`src/rtl/spi_slave_if.sv`:
```
// SPI slave pins plus local tx/rx user handshake, bundled for the slave endpoint.
// No logic here; the slave modport is the endpoint side, master is the driver/bench side.
interface spi_slave_if #(
  parameter int DATA_WIDTH = 12
);
  logic                  sclk;
  logic                  cs;
  logic                  mosi;
  logic                  miso;
  logic [DATA_WIDTH-1:0] tx_data;
  logic                  tx_load;
  logic                  tx_ready;
  logic [DATA_WIDTH-1:0] rx_data;
  logic                  rx_valid;
  logic                  busy;
  logic                  tx_underrun;
  logic                  frame_err;

  modport slave (
    input  sclk, cs, mosi, tx_data, tx_load,
    output miso, tx_ready, rx_data, rx_valid, busy, tx_underrun, frame_err
  );

  modport master (
    output sclk, cs, mosi, tx_data, tx_load,
    input  miso, tx_ready, rx_data, rx_valid, busy, tx_underrun, frame_err
  );
endinterface

```
`src/rtl/spi_slave.sv`:
```
// Oversampled 12-bit SPI slave; pin edge to miso = SYNC_STAGES+1 clks, rx_valid 1 clk after last fall.
// One-deep tx holding reg: tx_load is ignored while tx_ready=0; an empty reg at frame start sends zeros.
module spi_slave #(
  parameter int DATA_WIDTH  = 12,
  parameter int SYNC_STAGES = 2
) (
  input  logic     clk,
  input  logic     rst,
  spi_slave_if.slave bus
);
  localparam int CW = $clog2(DATA_WIDTH);

  typedef enum logic [1:0] {IDLE, ACTIVE, DONE} state_t;

  state_t                 state_q, state_d;
  logic [SYNC_STAGES-1:0] sclk_sync, cs_sync, mosi_sync;
  logic                   sclk_d;
  logic                   sclk_s, cs_s, mosi_s;
  logic                   rise, fall, last_fall;
  logic [CW-1:0]          bit_cnt;
  logic [DATA_WIDTH-1:0]  shift_tx, shift_rx, hold, rx_data;
  logic                   tx_ready, miso, rx_valid, tx_underrun, frame_err;

  assign sclk_s    = sclk_sync[SYNC_STAGES-1];
  assign cs_s      = cs_sync[SYNC_STAGES-1];
  assign mosi_s    = mosi_sync[SYNC_STAGES-1];
  assign rise      = ~sclk_d & sclk_s;
  assign fall      = sclk_d & ~sclk_s;
  assign last_fall = fall && (bit_cnt == CW'(DATA_WIDTH - 1));

  always_ff @(posedge clk) begin
    if (rst) begin
      sclk_sync <= '0;
      cs_sync   <= '1;
      mosi_sync <= '0;
      sclk_d    <= 1'b0;
    end else begin
      sclk_sync <= {sclk_sync[SYNC_STAGES-2:0], bus.sclk};
      cs_sync   <= {cs_sync[SYNC_STAGES-2:0], bus.cs};
      mosi_sync <= {mosi_sync[SYNC_STAGES-2:0], bus.mosi};
      sclk_d    <= sclk_s;
    end
  end

  always_ff @(posedge clk) begin
    if (rst) state_q <= IDLE;
    else     state_q <= state_d;
  end

  // cs_s high outranks any sclk edge seen in the same cycle.
  always_comb begin
    state_d = state_q;
    case (state_q)
      IDLE:    if (!cs_s) state_d = ACTIVE;
      ACTIVE: begin
        if (cs_s)           state_d = IDLE;
        else if (last_fall) state_d = DONE;
      end
      DONE:    if (cs_s) state_d = IDLE;
      default: state_d = IDLE;
    endcase
  end

  always_ff @(posedge clk) begin
    if (rst) begin
      hold        <= '0;
      tx_ready    <= 1'b1;
      shift_tx    <= '0;
      shift_rx    <= '0;
      rx_data     <= '0;
      bit_cnt     <= '0;
      miso        <= 1'b0;
      rx_valid    <= 1'b0;
      tx_underrun <= 1'b0;
      frame_err   <= 1'b0;
    end else begin
      rx_valid    <= 1'b0;
      tx_underrun <= 1'b0;
      frame_err   <= 1'b0;
      if (bus.tx_load && tx_ready) begin
        hold     <= bus.tx_data;
        tx_ready <= 1'b0;
      end
      case (state_q)
        IDLE: begin
          miso    <= 1'b0;
          bit_cnt <= '0;
          // Frame start uses the holding reg as it stood before this cycle's load.
          if (!cs_s) begin
            if (!tx_ready) begin
              shift_tx <= hold;
              tx_ready <= 1'b1;
            end else begin
              shift_tx    <= '0;
              tx_underrun <= 1'b1;
            end
          end
        end
        ACTIVE: begin
          if (cs_s) begin
            frame_err <= 1'b1;
          end else if (rise) begin
            miso     <= shift_tx[DATA_WIDTH-1];
            shift_tx <= shift_tx << 1;
          end else if (fall) begin
            shift_rx <= {shift_rx[DATA_WIDTH-2:0], mosi_s};
            bit_cnt  <= bit_cnt + 1'b1;
            if (last_fall) begin
              rx_data  <= {shift_rx[DATA_WIDTH-2:0], mosi_s};
              rx_valid <= 1'b1;
            end
          end
        end
        DONE:    miso <= 1'b0;
        default: miso <= 1'b0;
      endcase
    end
  end

  assign bus.miso        = miso;
  assign bus.tx_ready    = tx_ready;
  assign bus.rx_data     = rx_data;
  assign bus.rx_valid    = rx_valid;
  assign bus.busy        = (state_q != IDLE);
  assign bus.tx_underrun = tx_underrun;
  assign bus.frame_err   = frame_err;
endmodule

```
`src/flat_wrapper.sv`:
```
// flat-port wrapper written by rule: the top's interface ports become plain ports
module spi_slave_flat 
#(
  parameter int DATA_WIDTH  = 12,
  parameter int SYNC_STAGES = 2
)
  (clk, rst, bus_sclk, bus_cs, bus_mosi, bus_tx_data, bus_tx_load, bus_miso, bus_tx_ready, bus_rx_data, bus_rx_valid, bus_busy, bus_tx_underrun, bus_frame_err);
  spi_slave_if #(.DATA_WIDTH(DATA_WIDTH)) bus_i ();
  input  logic clk;
  input  logic rst;
  input wire logic [$bits(bus_i.sclk)-1:0] bus_sclk;
  input wire logic [$bits(bus_i.cs)-1:0] bus_cs;
  input wire logic [$bits(bus_i.mosi)-1:0] bus_mosi;
  input wire logic [$bits(bus_i.tx_data)-1:0] bus_tx_data;
  input wire logic [$bits(bus_i.tx_load)-1:0] bus_tx_load;
  output wire logic [$bits(bus_i.miso)-1:0] bus_miso;
  output wire logic [$bits(bus_i.tx_ready)-1:0] bus_tx_ready;
  output wire logic [$bits(bus_i.rx_data)-1:0] bus_rx_data;
  output wire logic [$bits(bus_i.rx_valid)-1:0] bus_rx_valid;
  output wire logic [$bits(bus_i.busy)-1:0] bus_busy;
  output wire logic [$bits(bus_i.tx_underrun)-1:0] bus_tx_underrun;
  output wire logic [$bits(bus_i.frame_err)-1:0] bus_frame_err;
  assign bus_i.sclk = bus_sclk;
  assign bus_i.cs = bus_cs;
  assign bus_i.mosi = bus_mosi;
  assign bus_i.tx_data = bus_tx_data;
  assign bus_i.tx_load = bus_tx_load;
  assign bus_miso = bus_i.miso;
  assign bus_tx_ready = bus_i.tx_ready;
  assign bus_rx_data = bus_i.rx_data;
  assign bus_rx_valid = bus_i.rx_valid;
  assign bus_busy = bus_i.busy;
  assign bus_tx_underrun = bus_i.tx_underrun;
  assign bus_frame_err = bus_i.frame_err;
  spi_slave #(.DATA_WIDTH(DATA_WIDTH), .SYNC_STAGES(SYNC_STAGES)) u_core (.clk(clk), .rst(rst), .bus(bus_i));
endmodule
```
`config.mk`:
```
export PLATFORM = sky130hd
export DESIGN_NAME = spi_slave_flat
export DESIGN_NICKNAME = d
export VERILOG_FILES = /design/src/rtl/spi_slave_if.sv /design/src/rtl/spi_slave.sv /design/src/flat_wrapper.sv
export SDC_FILE = /design/constraint.sdc
export NUM_CORES = 1
export LEC_CHECK = 0
export CORE_AREA = 2 2 94 96
export CTS_BUF_LIST = sky130_fd_sc_hd__clkbuf_8
export CTS_CLUSTER_SIZE = 28
export DETAILED_ROUTE_END_ITERATION = 8
export DIE_AREA = 0 0 96 98
export HOLD_SLACK_MARGIN = 0.03
export PLACE_DENSITY_LB_ADDON = 0.05
export SLEW_MARGIN = 20
export SYNTH_ARGS = -nofsm -noshare
export SYNTH_HDL_FRONTEND = slang
export SYNTH_SLANG_ARGS = --single-unit
```
`constraint.sdc`:
```
create_clock -name clk -period 2.2 [get_ports clk]
set_input_delay 0.66 -clock clk [delete_from_list [all_inputs] [get_ports clk]]
set_output_delay 0.66 -clock clk [all_outputs]
set_load 0.01 [all_outputs]
```
==> summary.md <==
| Metric | Value |
|---|---|
| Status | finished, final reports clean |
| GR Util All Layers | 0.132 |
| Die width | around 96 um |
| Setup WS post-layout | 0.302 ns |
| Hold Path Class | reg -> reg |
| Sequential fraction of the synthesis area | 0.527 |
| CP Cell Sequence | clkdlybuf4s50_1 |
| GR Overflow Total | 0 |
| Leak | about 1.0 nW |
| Clock latency on the worst-skew pair | 0.35 ns |
| Fillers | a little under 900 |
| H-tree depth | 3 |
| Critical path buffers and inverters | 1 |
| Vias in the first global route | roughly 1900 |
| Post-Route WL | 5740 um |
| Post-Syn Nets | ~310 |
| CTS tree | built |
| CP Class | reg -> out |
| DR vias | between 2000 and 2500 |
| Total CTS buffers | 9 |
| Final TNS setup | 0 ns |
| Height of the die | 98 um |
| Slowest CP cell | clkdlybuf4s50_1 |
| RSZ-0062 raised after global routing | no |
| Hold-fix buffers, CTS | 0 |
| Worst-Margin Slew | 0.442 ns |
| Slew HR | 0.704 |
| Cell count after synthesis | 294 |
| Max-Cap Viols | 0 |
| Num Clock Sinks | 65 |
| Yosys synthesis warning count | 0 |
| Drt first pass iters | 4 |
| Max FO, Critical Path | 2 |
| I/O pins | 36 |
| Mapped cell area | approximately 0.0025 mm2 |
| Ant diodes | 0 |
| Slew Viols, Final | 0 |
| Worst endpoint required time | approximately 1.5 ns |
| I/O Buffers | 35 |
| # rows | 34 |
| First-pass GRT wire length | 9540 um |
| Finish-stage setup viols | 0 |
| Die area | between 0.009 and 0.01 mm2 |
| Type of origin of the critical path | register |
| WL per Instance | approximately 13 um |
| Crit-path leading delay family | buffers and inverters |
| CP peak stage delay | approximately 0.54 ns |
| DRT iter0 DRCs | just over 50 |
| Clock Skew | ~0.012 ns |
| Share of layout cells above drive strength 1 | 0.103 |
| Worst VDD drop | roughly 0.00026 V |
| Final GP Congestion | about 0.77 |
| Arr. time, crit path | 1.24 ns |
| Root buf cell | clkbuf_8 |
| Min cycle time layout | 1.90 ns |
| NumNets Final | between 300 and 400 |
| Synth-to-Final Area Change | 26.4% |
| Synth unique cells | 33 |
| Clock Pin Slew Worst Setup and Hold Paths | around 0.080 ns |
| Initial antenna violation count | 0 |
| Count of final hold-check violations | 0 |
| Avg Synthesized Cell Area | between 8 and 9 um2 |
| Final core utilization | 0.369 |
| Dpl ws | roughly 0.34 ns |
| Initial core utilization | 0.292 |
| DR vias/cell | approximately 4.6 |
| Fmax achieved | 527 MHz |
| Dpl hpwl | about 3700 um |
| Antenna-violating nets left | 0 |
| Clock buffer depth | 2 |
| Number of remaining DRC errors | 0 |
| Pwr dens | 776 mW/mm2 |
| Final worst path period share | 0.863 |
| Nature of the critical path endpoint | primary output |
| Synthesis-stage register bit count | 65 |
| Core area | roughly 0.0085 mm2 |
| Postcts setup bufs | 0 |
| Pin count of the biggest net entering global routing | 36 |
## path summary, 6_finish.rpt
path | endpoint | from | depth (start not counted) | slack (ns)
worst max-delay path | bus_rx_data[6] | u_core.bus.rx_data[6] | 1 | 0.30
worst min register to register | u_core.cs_sync[1] | u_core.cs_sync[0] | 1 | 0.42
worst min-delay path | u_core.cs_sync[1] | u_core.cs_sync[0] | 1 | 0.42
worst max register to register | u_core.bit_cnt[1] | u_core.cs_sync[1] | 4 | 0.55
## cell type report
type | instances | area (um2) | area share
repair buffers | 43 | 420 | 0.135
well taps | 108 | 135 | 0.0433
inverters | 2 | 7.51 | 0.00241
clock buffers | 9 | 124 | 0.0397
clock inverters | 7 | 75.1 | 0.0241
flip-flops and latches | 65 | 1300 | 0.418
multi-input cells | 205 | 1050 | 0.338
## placed cells by master, fill, tap and decap left out, types with 2 or more instances in the layout
cell type and count:
nand2_1 75, dfxtp_1 63, a21oi_1 50, clkdlybuf4s50_1 33
nor2_1 18, nor3b_1 14, a211oi_1 13, clkbuf_8 9
nor2b_1 7, buf_4 7, nand2b_1 5, or2_2 3
inv_6 3, inv_1 2, nor3_1 2, clkinv_2 2
dfxtp_2 2
## routing by layer
| layer | GRT usage | up-vias | wire (um) |
|---|---|---|---|
| met5 | 0 | - | 0 |
| met2 | 0.181 | 34 | 2530 |
| met3 | 0.0401 | 9 | 182 |
| met1 | 0.185 | 938 | 2920 |
| li1 | - | 1053 | - |
| met4 | 0.0659 | 0 | 104 |
## cells by family after synthesis
group                      synth area share
buffers and inverters                0.0456
AOI/OAI and AO/OA                     0.158
adders and majority gates           0.00507
muxes                               0.00405
DFF                                   0.527
and+or+nand+nor                       0.261
## sequential cells by signal (all words and copies together) (netlist names)
signal / flops
u_core.sclk_d: 1
u_core.sclk_sync: 2
u_core.bus.tx_underrun: 1
u_core.bus.miso: 1
u_core.bus.rx_data: 12
u_core.shift_tx: 12
u_core.bus.rx_valid: 1
u_core.state_q: 2
u_core.shift_rx: 11
u_core.mosi_sync: 2
u_core.cs_sync: 2
u_core.bus.frame_err: 1
u_core.bit_cnt: 4
u_core.bus.tx_ready: 1
u_core.hold: 12
## synth_stat cells
master      n  area (um2)
o21ai_0     1        5.00
nand3b_1    1        7.51
a21oi_1    50         250
nor3_1      2        10.0
o32ai_1     1        8.76
ha_1        1        12.5
nand2_1    75         282
clkbuf_1   13        48.8
mux2i_1     1        10.0
a211oi_1   13        97.6
buf_1       1        3.75
or3b_4      1        11.3
nand4b_1    1        8.76
and2_1      1        6.26
nand4_1     1        6.26
nand3_1     1        5.00
nand2b_1    5        31.3
buf_2       6        30.0
a31oi_1     1        6.26
or2_2       3        18.8
or3_4       1        11.3
dfxtp_1    65        1300
inv_1       2        7.51
or3_1       1        6.26
and3_1      1        6.26
nor3b_1    14         105
nor3_2      1        10.0
nor2_1     18        67.6
a2111oi_0   1        8.76
a211oi_2    1        12.5
nor4_1      1        6.26
buf_6       2        22.5
nor2b_1     7        43.8
## where the power goes
| group | switching [mW] | internal (mW) | total, mW |
|---|---|---|---|
| Combinational | 0.0768 | 0.0702 | 0.147 |
| Sequential | 0.0165 | 1.21 | 1.22 |
| Clock | 0.518 | 0.533 | 1.05 |
## stage by stage
stage	instances	total power, mW	hold WS [ns]	instance area [um2]
after floorplan	294	1.34	0.389	2470
after global placement	423	1.40	0.397	2920
after detailed placement	423	1.40	0.397	2920
after CTS	439	2.46	0.418	3120
after global routing	439	2.54	0.437	3120
final	439	2.42	0.418	3120
## what timing repair did
action	4_1_cts	5_1_grt
pin swaps	0	0
setup endpoints to repair	1	1
gates resized for setup	2	1
Power figures use the tool's default switching activity.
